**config.mk**
```make
export PLATFORM = sky130hd
export DESIGN_NAME = sa_result_collector_flat
export DESIGN_NICKNAME = d
export VERILOG_FILES = /design/src/rtl/sa_pkg.sv /design/src/rtl/sa_result_collector_if.sv /design/src/rtl/sa_row_fifo.sv /design/src/rtl/sa_result_collector.sv /design/src/flat_wrapper.sv
export SDC_FILE = /design/constraint.sdc
export NUM_CORES = 1
export LEC_CHECK = 0
export ABC_CLOCK_PERIOD_IN_PS = 2700
export CAP_MARGIN = 20
export CORE_UTILIZATION = 35
export CTS_CLUSTER_SIZE = 24
export DETAILED_ROUTE_END_ITERATION = 7
export MAX_ROUTING_LAYER = met4
export PLACE_DENSITY = 0.56
export SLEW_MARGIN = 0
export SYNTH_ARGS = -nofsm -noshare
export SYNTH_HDL_FRONTEND = slang
export SYNTH_HIERARCHICAL = 1
export SYNTH_SLANG_ARGS = --single-unit
```
**constraint.sdc**
```tcl
create_clock -name Clock -period 2.7 [get_ports Clock]
set_clock_uncertainty 0.15 [all_clocks]
set_input_delay 0.54 -clock Clock [delete_from_list [all_inputs] [get_ports Clock]]
set_output_delay 0.54 -clock Clock [all_outputs]
set_load 0.005 [all_outputs]
```
**src/rtl/sa_pkg.sv**
```systemverilog
// Shared systolic-array package: array geometry, row-index width and the
// result-row types used by the collector and its FIFO.
package sa_pkg;

   localparam int unsigned N       = 4;   // columns per row, rows per tile
   localparam int unsigned W       = 16;  // partial-sum width
   localparam int unsigned RowIdxW = (N > 1) ? $clog2(N) : 1;

   typedef logic [N*W-1:0]     row_t;
   typedef logic [RowIdxW-1:0] row_idx_t;

   // One buffered result row: data plus its row index within the tile.
   typedef struct packed {
      row_idx_t idx;
      row_t     data;
   } row_entry_t;

endpackage

```
**src/rtl/sa_result_collector_if.sv**
```systemverilog
// Result-row handshake between the collector (master) and the result writer
// (slave).
//   out_valid   : row available
//   out_ready   : consumer accepts row
//   out_data    : de-skewed row, column j at [j*W +: W]
//   out_row_idx : row index within tile
//   out_last    : out_row_idx == N-1
interface sa_result_collector_if;
   import sa_pkg::*;

   logic     out_valid;
   logic     out_ready;
   row_t     out_data;
   row_idx_t out_row_idx;
   logic     out_last;

   modport master (
      output out_valid,
      output out_data,
      output out_row_idx,
      output out_last,
      input  out_ready
   );

   modport slave (
      input  out_valid,
      input  out_data,
      input  out_row_idx,
      input  out_last,
      output out_ready
   );

endinterface

```
**src/rtl/sa_row_fifo.sv**
```systemverilog
// Synchronous result-row FIFO with registered storage and a registered full
// flag. The head entry is read straight from the storage registers, so there
// is no fall-through: a row pushed into an empty FIFO is visible next cycle.
//   Clock, rst_n : clock, asynchronous active-low reset
//   clear        : synchronous flush of pointers and count
//   push/push_data : write request (dropped when full and not popping)
//   pop          : read request, ignored when empty
//   pop_data     : head entry
//   empty, full  : occupancy flags
module sa_row_fifo
   import sa_pkg::*;
#(
   parameter int unsigned DEPTH = 4  // power of 2, at least 2
) (
   input  logic       Clock,
   input  logic       rst_n,
   input  logic       clear,
   input  logic       push,
   input  row_entry_t push_data,
   input  logic       pop,
   output row_entry_t pop_data,
   output logic       empty,
   output logic       full
);

   localparam int unsigned PtrW = $clog2(DEPTH);
   localparam int unsigned CntW = $clog2(DEPTH + 1);

   row_entry_t      mem_q [DEPTH];
   logic [PtrW-1:0] wr_ptr_q, wr_ptr_d;
   logic [PtrW-1:0] rd_ptr_q, rd_ptr_d;
   logic [CntW-1:0] cnt_q, cnt_d;
   logic            full_q, full_d;
   logic            do_push, do_pop;

   always_comb begin
      do_pop   = pop && (cnt_q != '0) && !clear;
      // A full FIFO still accepts a push when the head leaves this cycle.
      do_push  = push && (!full_q || do_pop) && !clear;
      wr_ptr_d = wr_ptr_q;
      rd_ptr_d = rd_ptr_q;
      cnt_d    = cnt_q;
      if (clear) begin
         wr_ptr_d = '0;
         rd_ptr_d = '0;
         cnt_d    = '0;
      end else begin
         // Pointers wrap naturally because DEPTH is a power of 2.
         if (do_push) wr_ptr_d = wr_ptr_q + PtrW'(1);
         if (do_pop)  rd_ptr_d = rd_ptr_q + PtrW'(1);
         if (do_push && !do_pop)      cnt_d = cnt_q + CntW'(1);
         else if (do_pop && !do_push) cnt_d = cnt_q - CntW'(1);
      end
      full_d = (cnt_d == CntW'(DEPTH));
   end

   always_ff @(posedge Clock or negedge rst_n) begin
      if (!rst_n) begin
         wr_ptr_q <= '0;
         rd_ptr_q <= '0;
         cnt_q    <= '0;
         full_q   <= 1'b0;
      end else begin
         wr_ptr_q <= wr_ptr_d;
         rd_ptr_q <= rd_ptr_d;
         cnt_q    <= cnt_d;
         full_q   <= full_d;
      end
   end

   always_ff @(posedge Clock or negedge rst_n) begin
      if (!rst_n) begin
         for (int i = 0; i < DEPTH; i++) mem_q[i] <= '0;
      end else if (do_push) begin
         mem_q[wr_ptr_q] <= push_data;
      end
   end

   assign pop_data = mem_q[rd_ptr_q];
   assign empty    = (cnt_q == '0);
   assign full     = full_q;

endmodule

```
**src/rtl/sa_result_collector.sv**
```systemverilog
// Collects the skewed partial sums leaving the bottom PE row, assembles them
// into complete result rows, buffers the rows and hands them to the result
// writer. N and W come from sa_pkg so they stay in step with the PE array.
//   Clock, rst_n : clock, asynchronous active-low reset
//   data_clear   : synchronous flush of assembly mask, FIFO, row counter, flags
//   ps_bottom    : bottom-PE partial sums, column j at [j*W +: W]
//   col_strobe   : column j sum valid this cycle
//   result       : result-row handshake (master side)
//   fifo_full    : FIFO holds DEPTH rows; controller must stall the array
//   err_overflow : sticky, a completed row was dropped on a full FIFO
//   err_dup      : sticky, a column was strobed twice for the pending row
module sa_result_collector
   import sa_pkg::*;
#(
   parameter int unsigned DEPTH = 4
) (
   input  logic                  Clock,
   input  logic                  rst_n,
   input  logic                  data_clear,
   input  row_t                  ps_bottom,
   input  logic [N-1:0]          col_strobe,
   sa_result_collector_if.master result,
   output logic                  fifo_full,
   output logic                  err_overflow,
   output logic                  err_dup
);

   row_t       asm_data_q, asm_data_d;
   logic [N-1:0] asm_mask_q, asm_mask_d;
   row_idx_t   row_cnt_q, row_cnt_d;
   logic       err_ovf_q, err_ovf_d;
   logic       err_dup_q, err_dup_d;

   logic [N-1:0] strobe_new, next_mask;
   logic       row_done, push_req, overflow, pop, fifo_empty;
   row_entry_t push_entry, head;

   always_comb begin
      strobe_new = col_strobe & ~asm_mask_q;
      next_mask  = asm_mask_q | col_strobe;
      row_done   = &next_mask;
      pop        = result.out_valid && result.out_ready;
      push_req   = row_done && !data_clear;
      overflow   = push_req && fifo_full && !pop;

      // A duplicate strobe keeps the value already captured for that column.
      asm_data_d = asm_data_q;
      for (int j = 0; j < N; j++) begin
         if (strobe_new[j]) asm_data_d[j*W +: W] = ps_bottom[j*W +: W];
      end
      push_entry.data = asm_data_d;
      push_entry.idx  = row_cnt_q;

      asm_mask_d = row_done ? '0 : next_mask;
      row_cnt_d  = row_cnt_q;
      if (push_req && !overflow) begin
         row_cnt_d = (row_cnt_q == row_idx_t'(N - 1)) ? '0 : row_cnt_q + row_idx_t'(1);
      end
      err_ovf_d = err_ovf_q | overflow;
      err_dup_d = err_dup_q | (|(col_strobe & asm_mask_q));

      // Clear wins over strobes; the assembled data itself is left in place.
      if (data_clear) begin
         asm_data_d = asm_data_q;
         asm_mask_d = '0;
         row_cnt_d  = '0;
         err_ovf_d  = 1'b0;
         err_dup_d  = 1'b0;
      end
   end

   always_ff @(posedge Clock or negedge rst_n) begin
      if (!rst_n) begin
         asm_data_q <= '0;
         asm_mask_q <= '0;
         row_cnt_q  <= '0;
         err_ovf_q  <= 1'b0;
         err_dup_q  <= 1'b0;
      end else begin
         asm_data_q <= asm_data_d;
         asm_mask_q <= asm_mask_d;
         row_cnt_q  <= row_cnt_d;
         err_ovf_q  <= err_ovf_d;
         err_dup_q  <= err_dup_d;
      end
   end

   sa_row_fifo #(
      .DEPTH (DEPTH)
   ) u_row_fifo (
      .Clock     (Clock),
      .rst_n     (rst_n),
      .clear     (data_clear),
      .push      (push_req),
      .push_data (push_entry),
      .pop       (pop),
      .pop_data  (head),
      .empty     (fifo_empty),
      .full      (fifo_full)
   );

   assign result.out_valid   = !fifo_empty;
   assign result.out_data    = head.data;
   assign result.out_row_idx = head.idx;
   assign result.out_last    = (head.idx == row_idx_t'(N - 1));
   assign err_overflow       = err_ovf_q;
   assign err_dup            = err_dup_q;

endmodule

```
**src/flat_wrapper.sv**
```systemverilog
// flat-port wrapper written by rule: the top's interface ports become plain ports
module sa_result_collector_flat import sa_pkg::*;
#(
   parameter int unsigned DEPTH = 4
)
  (Clock, rst_n, data_clear, ps_bottom, col_strobe, fifo_full, err_overflow, err_dup, result_out_valid, result_out_data, result_out_row_idx, result_out_last, result_out_ready);
  sa_result_collector_if result_i ();
  input  logic Clock;
  input  logic rst_n;
  input  logic data_clear;
  input  row_t ps_bottom;
  input  logic [N-1:0] col_strobe;
  output logic fifo_full;
  output logic err_overflow;
  output logic err_dup;
  output wire logic [$bits(result_i.out_valid)-1:0] result_out_valid;
  output wire logic [$bits(result_i.out_data)-1:0] result_out_data;
  output wire logic [$bits(result_i.out_row_idx)-1:0] result_out_row_idx;
  output wire logic [$bits(result_i.out_last)-1:0] result_out_last;
  input wire logic [$bits(result_i.out_ready)-1:0] result_out_ready;
  assign result_out_valid = result_i.out_valid;
  assign result_out_data = result_i.out_data;
  assign result_out_row_idx = result_i.out_row_idx;
  assign result_out_last = result_i.out_last;
  assign result_i.out_ready = result_out_ready;
  sa_result_collector #(.DEPTH(DEPTH)) u_core (.Clock(Clock), .rst_n(rst_n), .data_clear(data_clear), .ps_bottom(ps_bottom), .col_strobe(col_strobe), .result(result_i), .fifo_full(fifo_full), .err_overflow(err_overflow), .err_dup(err_dup));
endmodule
```
**Word-level counts from Yosys, hierarchy flattened**

Cells that the tools add are included.
W data, S select, Z words.

- Register bits after elaboration: 344
- Bits of input ports: 72
- Logic and storage cells: 87

- Add/subtract/negate cells: 5
- Magnitude comparators: 3
- Eq/ne operators: 3
- Multiplexer cells: 24
- Bitwise gates (word level): 8
- Reductions and logical operators: 27

Operators by type and width:

| kind | count |
|---|---|
| $bwmux W264 | 1 |
| $mux W66 | 3 |
| $bmux W66 S2 | 1 |
| $demux W66 S2 | 1 |
| $mux W16 | 4 |
| $mux W2 | 7 |
| $logic_and A1 B1 Y1 | 12 |
| $mux W3 | 3 |
| $and A4 B4 Y4 | 2 |
| $mux W4 | 2 |
| $logic_not A1 Y1 | 7 |
| $add A2 B1 Y2 const B | 3 |
| $ge A3 B3 Y1 const B | 2 |
| $not A2 Y3 | 2 |
| $reduce_bool A2 Y1 | 3 |
| $eq A2 B2 Y1 const B | 2 |
| $not A4 Y4 | 1 |
| $or A4 B4 Y4 | 1 |
| $reduce_and A4 Y1 | 1 |
| $reduce_or A4 Y1 | 1 |
| $add A3 B1 Y3 const B | 1 |
| $eq A3 B3 Y1 const B | 1 |
| $logic_not A3 Y1 | 1 |
| $lt A3 B1 Y1 const B | 1 |
| other kinds (5) | 7 |

**Logic depth before layout (Yosys ltp)**

- Word-level depth: 14
- Depth in mapped cells: 12

**Cells and area by module**

The synthesis kept the hierarchy.

By module, submodules not included:

| module | instances | cells each | area an instance (µm²) | sequential area each (µm²) |
|---|---|---|---|---|
| sa_row_fifo | 1 | 694 | 12,766.0 | 6,806.5 |
| sa_result_collector | 1 | 250 | 3,569.7 | 1,801.7 |

**Worst setup path before layout**

No wires, ideal clock.

- Kind: input port to flip-flop
- Start point: in col_strobe[3]
- End point: reg u_core/u_row_fifo/mem_q[100] in the netlist's numbering
- Setup time: 0.125 ns
- Arrival: 2.402 ns
- Required time: 2.425 ns
- Path slack: 0.023 ns
- Stages: 9
- Buffers on the path: 2
- Path through: nor2_1 > nor4_4 > nor2b_1 > inv_1 > a211oi_4 > and2_4 > buf_12 > buf_12 > mux2_4

- Longest elaborated chain between the ends: 5

RTL lines:

| what | RTL line | source |
|---|---|---|
| from (decl) | flat_wrapper.sv:12 | `input logic [N-1:0] col_strobe;` |
| $or A4 B4 Y4 | sa_result_collector.sv:40 | `next_mask = asm_mask_q \| col_strobe;` |
| $reduce_and A4 Y1 | sa_result_collector.sv:41 | `row_done = &next_mask;` |
| $logic_and A1 B1 Y1 | sa_result_collector.sv:43 | `push_req = row_done && !data_clear;` |
| via u_core.push_req | sa_result_collector.sv:35 | `logic row_done, push_req, overflow, pop, fifo_empty;` |
| $logic_and A1 B1 Y1 (2 in a row) | sa_row_fifo.sv:39 | `do_push = push && (!full_q \|\| do_pop) && !clear;` |
| to (signal, indexed assignment) | sa_row_fifo.sv:75 | `mem_q[wr_ptr_q] <= push_data;` |
| to (decl) | sa_row_fifo.sv:29 | `row_entry_t mem_q [DEPTH];` |

The timed path passes the listed nets, and every way through them passes these cells.
A chain may end at the register's enable or synchronous reset.

**Worst setup path after layout**

- Start point: reg u_core.u_row_fifo.rd_ptr_q[0]
- End point: out result_out_data[6]

- Longest elaborated chain between the ends: 4

RTL lines:

| what | RTL line | source |
|---|---|---|
| from (decl) | sa_row_fifo.sv:31 | `logic [PtrW-1:0] rd_ptr_q, rd_ptr_d;` |
| from (signal assigned) | sa_row_fifo.sv:65 | `rd_ptr_q <= rd_ptr_d;` |
| $not A2 Y3 (implied by the code) | sa_row_fifo.sv:79 | `assign pop_data = mem_q[rd_ptr_q];` |
| $bmux W66 S2 | sa_row_fifo.sv:79 |  |
| $mux W66 (implied by the code) (2 in a row) | sa_row_fifo.sv:79 |  |
| to (decl) | flat_wrapper.sv:17 | `output wire logic [$bits(result_i.out_data)-1:0] result_out_data;` |

Every way passes these cells. The select of a mux whose other input is x is not followed.

==> results summary <==
Counting along the longest clock path gives a buffer depth of 3. The area share of the largest cell type after synthesis came out at 0.527. The clock insertion delay at the later pin of the skew report is 0.55 ns.

The HPWL reported at the end of detailed placement came out at roughly 24 mm. Entering global routing, the biggest net connects 61 pins. The most frequent cell on the critical path is sky130_fd_sc_hd__buf_12. The number of flops mapped to enable cells by yosys is 0. The worst hold path belongs to the class reg -> reg.

The number of endpoints failing setup at the final stage came out at 29. The number of global-route vias before repair is ~9500. In the synthesized netlist the async set-or-reset flop fraction comes to 1.00.

After detailed routing, the average wire length per cell comes to between 20 and 25 um. The data arrival at the endpoint of the critical path came out at about 2.1 ns. The routed layout has between 8000 and 9000 vias. After detailed routing, the total wire length is 36.7 mm. The floorplan step set the die height to 218 um. The final critical-path setup slack is -0.0831 ns. The post-detailed-route DRC marker count came out at 0. The clock transition at the registers of the reported paths came out at 0.06 ns. The minimum clock period came out at 2.78 ns. After synthesis, the netlist uses 41 different library cells. The slowest library cell on the worst path is sky130_fd_sc_hd__dfrtp_4. The worst hold margin came out at approximately 0.33 ns. The number of antenna violations at the first check in global routing is 3.

The average vias per placed instance came out at between 4 and 5. For this run, the detailed router's first-pass iteration total came to 4. The overall power of the completed layout came out at ~16 mW. The maximum frequency from static timing analysis is roughly 360 MHz. The net count of the mapped netlist is just over 1000. The number of hold-slack violations in the final timing report came out at 0.

The final-stage net count came out at 1245. The number of standard cells after synthesis is ~940. The number of warnings issued by yosys is 6. The highest metal layer with signal wires is met4. The number of DRC markers after the initial detailed-route iteration came out at ~360. Setup repair after global routing could not meet its margin everywhere. The cell leakage power is roughly 9 nW.

Along the worst path, the maximum fanout reaches 7. Counting flops and latches in the post-synthesis netlist gives around 340. The met2 wire length came out at 17.1 mm. For this design the top-level I/O count stands at 143. The number of instances in the placed design came out at between 1500 and 2000. The post-placement worst setup slack came out at -0.445 ns.

The count of fill cells added during filler insertion came out at between 4000 and 5000. The routed metal-1 wire length came out at 17.5 mm. The area overhead of the layout relative to synthesis is 25.2%. The number of H-tree levels came out at 2.

The most common cell in the synthesized netlist is sky130_fd_sc_hd__dfrtp_1. The relative slew slack came out at 0.727. The number of buffers added on ports came out at approximately 140.

By startpoint and endpoint, the worst setup path is classified as reg -> out. Ranked by total cell area, the synthesized netlist is headed by sky130_fd_sc_hd__dfrtp_1, sky130_fd_sc_hd__mux2_4, sky130_fd_sc_hd__mux4_2, sky130_fd_sc_hd__mux2_2, sky130_fd_sc_hd__mux2_1. The number of maximum-capacitance constraint violations came out at 0. The post-route antenna net violation count is 0. The total standard cell area after synthesis is 16300 um^2.

Of the available clock period, the critical path in the final layout requires 1.03. The tree is rooted in a sky130_fd_sc_hd__clkbuf_16. The overall track demand over capacity in global routing is 0.165. The met3 wire length is about 1.4 mm. The worst-margin pin slew is approximately 0.41 ns. The core region is 45700 um^2. The congestion estimate from routability-driven global placement came to between 0.6 and 0.7.

TritonCTS built the clock tree. The count of pins over their slew limit was 0. The maximum cell stage delay along the critical path is 0.51 ns.

The share of final-layout standard cells stronger than drive strength 1 came out at 0.502. By count the netlist is led by sky130_fd_sc_hd__dfrtp_1, sky130_fd_sc_hd__mux2_4, sky130_fd_sc_hd__mux2_2. The post-route non-filler standard cell count is 1800. The mean instance size in the synthesized netlist came out at about 17 um^2. The endpoint required time on the critical path came out at about 2.0 ns. The largest vdd supply drop came out at between 0.4 and 0.5 mV. Measured along the x axis, the die boundary spans ~220 um.

The number of buffers added by the clock tree synthesis step is 41. The power density over the cells is approximately 800 nW/um^2. The critical path startpoint category is a register. The wire length of the first global-routing pass is slightly below 60 mm. The flow ran to the end, but the final reports show violations. The register area share after synthesis came out at 0.527. Walking the worst path, the cells encountered are buf_12 -> buf_12 -> buf_16 -> mux4_2 -> buf_2. For this configuration, the core starts out at a cell density of 0.358. The cell taking the most area after synthesis is sky130_fd_sc_hd__dfrtp_1.

The checks that failed: negative setup slack. The sink count of the clock tree is ~340. The site row count came out at 78. STA classifies the critical path endpoint as an output pin. The total congestion overflow came out at 0.

The die area is about 48000 um^2. For this run, the leading register cell type out of synthesis is sky130_fd_sc_hd__dfrtp_1.
per-stage QoR:
| step | setup TNS [ns] | area [um^2] | utilization |
|---|---|---|---|
| 2_1_floorplan | 0 | 16300 | - |
| 3_3_place_gp | -113.40 | 18800 | 0.411 |
| 3_5_place_dp | -105.37 | 18800 | 0.411 |
| 4_1_cts | -3.98 | 20300 | 0.445 |
| 5_1_grt | -3.39 | 20500 | 0.448 |
| 6_report | -1.11 | 20500 | 0.448 |
timing repair:
item	CTS	global route
pin swaps	1	2
hold endpoints to repair	37	0
hold buffers	1	0
gates resized for setup	283	24
endpoints found under the setup margin	67	122
buffers inserted	20	9
gates cloned	5	2
flip-flops by register name (all words and copies together) (netlist names):
name                        flops
u_core/asm_data_q              64
u_core/err_overflow             1
u_core/u_row_fifo/full          1
u_core/asm_mask_q               4
u_core/err_dup                  1
u_core/row_cnt_q                2
u_core/u_row_fifo/mem_q       264
u_core/u_row_fifo/rd_ptr_q      2
u_core/u_row_fifo/cnt_q         3
u_core/u_row_fifo/wr_ptr_q      2
area by class of cell:
| class | instances | area (um^2) | share of cell area |
|---|---|---|---|
| clock buffers | 57 | 1190 | 0.0581 |
| diodes | 3 | 7.51 | 0.000367 |
| clock inverters | 17 | 196 | 0.00960 |
| multi-input cells | 532 | 7080 | 0.346 |
| repair buffers | 237 | 2570 | 0.126 |
| inverters | 10 | 37.5 | 0.00184 |
| flip-flops and latches | 344 | 8620 | 0.421 |
| well taps | 600 | 751 | 0.0367 |
logic make-up after synthesis:
logic type | count (synthesis) | share of synthesized area
multiplexers | 462 | 0.401
AND/OR/NAND/NOR | 43 | 0.0177
buffers and inverters | 68 | 0.0395
flip-flops | 344 | 0.527
adder cells (fa/ha/maj) | 7 | 0.00536
AO/OA/AOI/OAI | 16 | 0.00751
XOR/XNOR | 4 | 0.00214
power breakdown:
| group | internal (mW) | total [mW] | switching, mW |
|---|---|---|---|
| Combinational | 2.40 | 3.89 | 1.49 |
| Sequential | 6.00 | 6.44 | 0.437 |
| Clock | 3.46 | 5.66 | 2.20 |
layer usage:
layer  vias to the layer above  GRT usage
met5                         -          -
met4                         0     0.0466
met3                        53     0.0310
met2                       128      0.247
met1                      4630      0.228
li1                       3927          -
path summary, 6_finish.rpt:
kind | start | to | slack (ns) | depth (start not counted)
max in group asynchronous | rst_n | u_core/u_row_fifo/mem_q[2]$_DFFE_PN0P_ | 1.25 | 4
max | u_core/u_row_fifo/rd_ptr_q[0]$_DFFE_PN0P_ | result_out_data[6] | -0.08 | 5
min | u_core/asm_data_q[10]$_DFFE_PN0N_ | u_core/asm_data_q[10]$_DFFE_PN0N_ | 0.33 | 1
min reg2reg | u_core/asm_data_q[10]$_DFFE_PN0N_ | u_core/asm_data_q[10]$_DFFE_PN0N_ | 0.33 | 1
max reg2reg | u_core/u_row_fifo/cnt_q[0]$_DFF_PN0_ | u_core/u_row_fifo/mem_q[91]$_DFFE_PN0P_ | 0.17 | 12
min in group asynchronous | rst_n | u_core/asm_data_q[54]$_DFFE_PN0N_ | 0.34 | 2
layout by cell type (no fill, tap or decap), types with 3 or more instances in the layout:
| cell type | n |
|---|---|
| sky130_fd_sc_hd__nand2b_1 | 7 |
| sky130_fd_sc_hd__inv_1 | 10 |
| sky130_fd_sc_hd__a21oi_1 | 6 |
| sky130_fd_sc_hd__mux2_4 | 161 |
| sky130_fd_sc_hd__clkbuf_1 | 8 |
| sky130_fd_sc_hd__clkdlybuf4s50_1 | 73 |
| sky130_fd_sc_hd__buf_16 | 3 |
| sky130_fd_sc_hd__nor2_4 | 4 |
| sky130_fd_sc_hd__buf_12 | 41 |
| sky130_fd_sc_hd__buf_4 | 36 |
| sky130_fd_sc_hd__mux4_2 | 66 |
| sky130_fd_sc_hd__mux2_2 | 129 |
| sky130_fd_sc_hd__buf_8 | 5 |
| sky130_fd_sc_hd__mux2_1 | 104 |
| sky130_fd_sc_hd__and2_4 | 4 |
| sky130_fd_sc_hd__ha_1 | 7 |
| sky130_fd_sc_hd__buf_6 | 23 |
| sky130_fd_sc_hd__nor2_1 | 13 |
| sky130_fd_sc_hd__clkbuf_16 | 45 |
| sky130_fd_sc_hd__bufinv_16 | 4 |
| sky130_fd_sc_hd__clkinv_2 | 9 |
| sky130_fd_sc_hd__nor3_1 | 4 |
| sky130_fd_sc_hd__clkbuf_8 | 6 |
| sky130_fd_sc_hd__diode_2 | 3 |
| sky130_fd_sc_hd__clkbuf_2 | 4 |
| sky130_fd_sc_hd__clkinvlp_4 | 3 |
| sky130_fd_sc_hd__dfrtp_1 | 342 |
| sky130_fd_sc_hd__buf_2 | 48 |
critical path: cells and delay by family (launching register included):
family                 cells  cell delay (ns)
buffers and inverters      4             0.58
DFF                        1             0.51
muxes                      1             0.44
Note: power is estimated with default switching activity, not from simulation.
